File: src/rtl/decoder_pkg.sv
// Shared encodings for the sequenced decoder: command modes and FSM states.
package decoder_pkg;

   // Command mode carried on the mode port
   typedef enum logic [1:0] {
      MODE_ONEHOT = 2'b00,
      MODE_THERMO = 2'b01,
      MODE_SCAN   = 2'b10,
      MODE_CLEAR  = 2'b11
   } mode_e;

   // Controller states: idle, holding a static result, or scanning
   typedef enum logic [1:0] {
      ST_IDLE   = 2'b00,
      ST_STATIC = 2'b01,
      ST_SCAN   = 2'b10
   } state_e;

endpackage

File: src/rtl/dec_core.sv
// Combinational select decoder: produces both the one-hot and the
// thermometer code of a SEL_W-bit select over OUT_W = 2**SEL_W outputs.
// Every select value maps to a valid code, so there is no range check.
module dec_core #(
   parameter  int SEL_W = 3,
   localparam int OUT_W = 2**SEL_W
) (
   input  logic [SEL_W-1:0] sel_i,
   output logic [OUT_W-1:0] onehot_o,
   output logic [OUT_W-1:0] thermo_o
);

   // Each bit compares its own index to the select: equal gives one-hot, not-above gives thermometer
   always_comb begin
      onehot_o = '0;
      thermo_o = '0;
      for (int i = 0; i < OUT_W; i++) begin
         onehot_o[i] = (SEL_W'(i) == sel_i);
         thermo_o[i] = (SEL_W'(i) <= sel_i);
      end
   end

endmodule

File: src/rtl/decoder_seq.sv
// Sequenced decoder. Accepts ONEHOT/THERMO/SCAN/CLEAR commands through a
// valid/ready handshake and presents the decoded result one cycle later on
// a registered output. Static results wait for out_ready; SCAN walks a
// one-hot position round the output, holding each position dwell+1 cycles.
module decoder_seq
   import decoder_pkg::*;
#(
   parameter  int SEL_W   = 3,
   parameter  int DWELL_W = 4,
   localparam int OUT_W   = 2**SEL_W
) (
   input  logic               clk,
   input  logic               reset,
   input  logic               in_valid,
   output logic               in_ready,
   input  logic [SEL_W-1:0]   sel,
   input  logic [1:0]         mode,
   input  logic [DWELL_W-1:0] dwell,
   output logic [OUT_W-1:0]   out,
   output logic               out_valid,
   input  logic               out_ready
);

   state_e               state_q,     state_d;
   logic [OUT_W-1:0]     out_q,       out_d;
   logic                 out_valid_q, out_valid_d;
   logic [SEL_W-1:0]     pos_q,       pos_d;
   logic [DWELL_W-1:0]   cnt_q,       cnt_d;
   logic [DWELL_W-1:0]   reload_q,    reload_d;

   logic                 in_ready_s;
   logic                 accept_s;
   logic                 adv_s;
   logic [SEL_W-1:0]     pos_next_s;
   logic [SEL_W-1:0]     dec_sel_s;
   logic [OUT_W-1:0]     onehot_s;
   logic [OUT_W-1:0]     thermo_s;
   mode_e                mode_s;

   assign mode_s = mode_e'(mode);

   // Ready is withheld during reset and while a static result awaits out_ready
   always_comb begin
      in_ready_s = 1'b0;
      if (!reset) begin
         in_ready_s = 1'b0;
      end else begin
         case (state_q)
            ST_IDLE:   in_ready_s = 1'b1;
            ST_STATIC: in_ready_s = out_ready;
            ST_SCAN:   in_ready_s = 1'b1;
            default:   in_ready_s = 1'b0;
         endcase
      end
   end

   assign accept_s = in_valid && in_ready_s;

   // Scan position steps when the hold counter has run out; the select width makes it wrap
   always_comb begin
      adv_s      = 1'b0;
      pos_next_s = pos_q;
      if ((state_q == ST_SCAN) && (cnt_q == '0)) begin
         adv_s      = 1'b1;
         pos_next_s = pos_q + SEL_W'(1);
      end else begin
         adv_s      = 1'b0;
         pos_next_s = pos_q;
      end
   end

   // A new command always takes the decoder; otherwise decode the upcoming scan position
   always_comb begin
      dec_sel_s = pos_next_s;
      if (accept_s) begin
         dec_sel_s = sel;
      end else begin
         dec_sel_s = pos_next_s;
      end
   end

   dec_core #(
      .SEL_W (SEL_W)
   ) u_dec_core (
      .sel_i    (dec_sel_s),
      .onehot_o (onehot_s),
      .thermo_o (thermo_s)
   );

   // Next-state and next-output logic; an accepted command overrides any scan step
   always_comb begin
      state_d     = state_q;
      out_d       = out_q;
      out_valid_d = out_valid_q;
      pos_d       = pos_q;
      cnt_d       = cnt_q;
      reload_d    = reload_q;
      if (accept_s) begin
         case (mode_s)
            MODE_ONEHOT: begin
               out_d       = onehot_s;
               out_valid_d = 1'b1;
               state_d     = ST_STATIC;
            end
            MODE_THERMO: begin
               out_d       = thermo_s;
               out_valid_d = 1'b1;
               state_d     = ST_STATIC;
            end
            MODE_SCAN: begin
               pos_d       = sel;
               reload_d    = dwell;
               cnt_d       = dwell;
               out_d       = onehot_s;
               out_valid_d = 1'b1;
               state_d     = ST_SCAN;
            end
            MODE_CLEAR: begin
               out_d       = '0;
               out_valid_d = 1'b0;
               state_d     = ST_IDLE;
            end
            default: begin
               out_d       = '0;
               out_valid_d = 1'b0;
               state_d     = ST_IDLE;
            end
         endcase
      end else begin
         case (state_q)
            ST_IDLE: begin
               state_d = ST_IDLE;
            end
            ST_STATIC: begin
               if (out_ready) begin
                  out_valid_d = 1'b0;
                  state_d     = ST_IDLE;
               end else begin
                  out_valid_d = out_valid_q;
                  state_d     = ST_STATIC;
               end
            end
            ST_SCAN: begin
               if (adv_s) begin
                  pos_d = pos_next_s;
                  cnt_d = reload_q;
                  out_d = onehot_s;
               end else begin
                  cnt_d = cnt_q - DWELL_W'(1);
               end
            end
            default: begin
               out_d       = '0;
               out_valid_d = 1'b0;
               state_d     = ST_IDLE;
            end
         endcase
      end
   end

   // State, position, hold counter and output registers with asynchronous clear
   always_ff @(posedge clk or negedge reset) begin
      if (!reset) begin
         state_q     <= ST_IDLE;
         out_q       <= '0;
         out_valid_q <= 1'b0;
         pos_q       <= '0;
         cnt_q       <= '0;
         reload_q    <= '0;
      end else begin
         state_q     <= state_d;
         out_q       <= out_d;
         out_valid_q <= out_valid_d;
         pos_q       <= pos_d;
         cnt_q       <= cnt_d;
         reload_q    <= reload_d;
      end
   end

   assign in_ready  = in_ready_s;
   assign out       = out_q;
   assign out_valid = out_valid_q;

endmodule

File: config.mk
export PLATFORM = sky130hd
export DESIGN_NAME = decoder_seq
export DESIGN_NICKNAME = d
export VERILOG_FILES = /design/src/rtl/decoder_pkg.sv /design/src/rtl/dec_core.sv /design/src/rtl/decoder_seq.sv
export SDC_FILE = /design/constraint.sdc
export NUM_CORES = 1
export LEC_CHECK = 0
export BUFFER_PORTS_ARGS = -buffer_cell sky130_fd_sc_hd__buf_2
export CAP_MARGIN = 40
export CORE_UTILIZATION = 30
export CTS_CLUSTER_SIZE = 40
export DETAILED_ROUTE_END_ITERATION = 10
export PLACE_DENSITY = 0.56
export SYNTH_ARGS = -nofsm -noshare
export SYNTH_HDL_FRONTEND = slang
export SYNTH_SLANG_ARGS = --single-unit
File: constraint.sdc
create_clock -name clk -period 2.9 [get_ports clk]
set_input_delay 0.435 -clock clk [delete_from_list [all_inputs] [get_ports clk]]
set_output_delay 0.435 -clock clk [all_outputs]
set_load 0.005 [all_outputs]
==> reports/results.ini <==
[floorplanning]
ioPinCount = 23
fp.dieW_um = 70.2
die_h_um = 70.2
start_util_pct = 31.6
rows = 24
coreArea_mm2 = 0.00441
die_area_mm2 = 0.00493

[clocking]
htree_levels = 1
root_buffer = clkbuf_8
tritoncts = done
clk_pin_slew_worst_paths_ns = 0.08
cts_buffers = 3
cts_resized = 0
clock_latency_ns = 0.27
postCtsHoldBufs = 0
cts_num_sinks = 22
cts_buffer_depth = 2
post_cts_buffers = 0

[global_route]
grt_max_degree = 25
use_met3_pct = 3.61
antenna_found_initial = 0
use_met2_pct = 25.2
grt_pass1_wl_um = 5820
grt_use_met1_pct = 18.8
grt_pass1_vias = 1230
grt_overflow_total = 0
grt.busiest_layer = met2
grt_usage_pct = 14.8

[setup_path]
r2r_slack_ns = 0.38
crit_type = reg -> reg
cp-start-kind = register
crit_fanout = 8
cp.arrival_ns = 2.68
endpoint_kind = register
worstRegToRegCells = 7
required_ns = 3.06

[synth]
synth_warnings = 0
ys_types = 47
synth_area_leader_cell = dfrtp_1
netlist.area_leader.share_pct = 39.4
ys_async_sr_fraction_pct = 100
syn-cell-area_mm2 = 0.00140
synth_nets = 163
synth.most_common_cell = dfrtp_1
syn_inst = 147
syn-mean-instance-area_um2 = 9.50
ys_ff_latch = 22
synth_area_leaders = dfrtp_1, mux2_2, nand2_1
synth_common_cells = dfrtp_1, nand2_1, nor2_1
ys.flop_type = dfrtp_1
yosysSeqAreaShare_pct = 39.4
synth_edf_count = 0

[placement]
routabilityCongestion = 0.882
dp_hpwl_um = 2580
place_area_mm2 = 0.00155
portBuffers = 22

[timing]
min_period_ns = 2.52
max-slew-margin-rel_pct = 47.5
grt_setup_unrepaired = false
holdWs_ns = 0.159
setup_viol = 0
min_period_over_period_pct = 86.9
slew_violations = 0
skew_ns = 0.00546
setup_tns_ns = 0
max_freq_mhz = 397
tightest_slew_ns = 0.785
hold_violations = 0

[layout]
fill_cells = 463
final_layout_size_suffix_gt1_share_pct = 25.4
nets = 186
fin_area_mm2 = 0.00161
syn2layout_area_growth_pct = 15.1
diodes = 0

[power]
p_leak_nw = 0.662
p_clk_share_pct = 20.2
switchingPower_uw = 410
p_int_uw = 714
combinationalPowerShare_pct = 38.5
p_per_area_mw_per_mm2 = 699
ir_drop_mv = 0.370
pwr-share-seq_pct = 41.3
swShare_pct = 36.5

[routing]
vias = 1222
via_per_inst = 5.53
drcViolationCount = 0
drt_pass1_iterations = 4
dr.first_iter.drc_count = 61
wl_um = 3460
wire_per_inst_um = 15.7
ant_nets = 0

[run_status]
status = finished, final reports clean

[flow_run]
cap_violations = 0

[hold_path]
min_path_type = in -> async

-- final cells by class --
type | instances | area [µm²] | area share (%)
inverter | 5 | 18.8 | 1.17
sequential | 22 | 551 | 34.3
clock buffer | 4 | 55.1 | 3.43
tap | 52 | 65.1 | 4.05
multi-input combinational | 113 | 785 | 48.8
timing repair buffer | 25 | 133 | 8.26
-- flip-flops by register name, summed over array words and instances (netlist names) --
register and cells:
out 8, cnt_q 4, reload_q 4, pos_q 3, state_q 2, out_valid 1
-- critical path, cell delays in order, from the launching register on --
cell and delay [ns]:
dfrtp_1 0.38, inv_1 0.12, ha_1 0.17, nor3b_1 0.58, nand3_1 0.18, a31oi_1 0.56
nor3_1 0.12, o32a_1 0.31
-- through the flow --
step           cells  utilization, %  setup WS, ns  total power, mW
5_1_grt          221            36.4         0.213             1.21
3_5_place_dp     217            35.1         0.416            0.904
6_report         221            36.4         0.380             1.12
4_1_cts          221            36.4         0.400             1.13
3_3_place_gp     217            35.1         0.622            0.887
2_1_floorplan    147               -         0.804            0.782
-- cells by family (layout without fill, tap and decap cells) --
| logic type | after synthesis | count (layout) | synth area share (%) |
|---|---|---|---|
| AO/OA/AOI/OAI | 55 | 55 | 30.6 |
| flip-flops | 22 | 22 | 39.4 |
| XOR/XNOR | 3 | 3 | 1.88 |
| adder cells (fa/ha/maj) | 3 | 3 | 2.69 |
| buffers and inverters | 12 | 34 | 4.39 |
| AND/OR/NAND/NOR | 47 | 47 | 17.0 |
| multiplexers | 5 | 5 | 4.03 |
-- placed cells by master (no fill, tap or decap), types with 3 or more instances in the layout --
| master | count |
|---|---|
| nand3_1 | 4 |
| nor3_1 | 3 |
| o21ai_0 | 6 |
| buf_2 | 22 |
| ha_1 | 3 |
| a211oi_1 | 5 |
| o31ai_1 | 4 |
| o22ai_1 | 3 |
| nand2_1 | 14 |
| mux2_2 | 5 |
| inv_1 | 5 |
| a31oi_1 | 5 |
| o211ai_1 | 3 |
| xnor2_1 | 3 |
| buf_4 | 3 |
| a21boi_0 | 3 |
| a21oi_1 | 6 |
| clkbuf_8 | 4 |
| nor2_1 | 14 |
| dfrtp_1 | 22 |
-- power by group through the flow --
stage | Clock, mW | Combinational (mW) | Sequential (mW)
after floorplan | 0 | 0.335 | 0.448
after global placement | 0 | 0.422 | 0.465
after detailed placement | 0 | 0.433 | 0.471
after CTS | 0.231 | 0.436 | 0.465
after global routing | 0.248 | 0.484 | 0.475
final | 0.226 | 0.433 | 0.464
-- worst paths after layout --
kind / from / to
setup / recovery: cnt_q[0] / out[0]
hold / removal: reset / state_q[0]
setup reg to reg: cnt_q[0] / out[0]
hold reg to reg: out[2] / out[2]
max in group asynchronous: reset / pos_q[0]
min in group clk: mode[1] / state_q[0]
-- layer usage --
| layer | wire [µm] | share of wire (%) |
|---|---|---|
| met3 | 109 | 3.1 |
| met4 | 55 | 1.6 |
| met2 | 1640 | 47 |
| met5 | 0 | 0 |
| met1 | 1660 | 48 |
(Power assumes the default switching activity.)
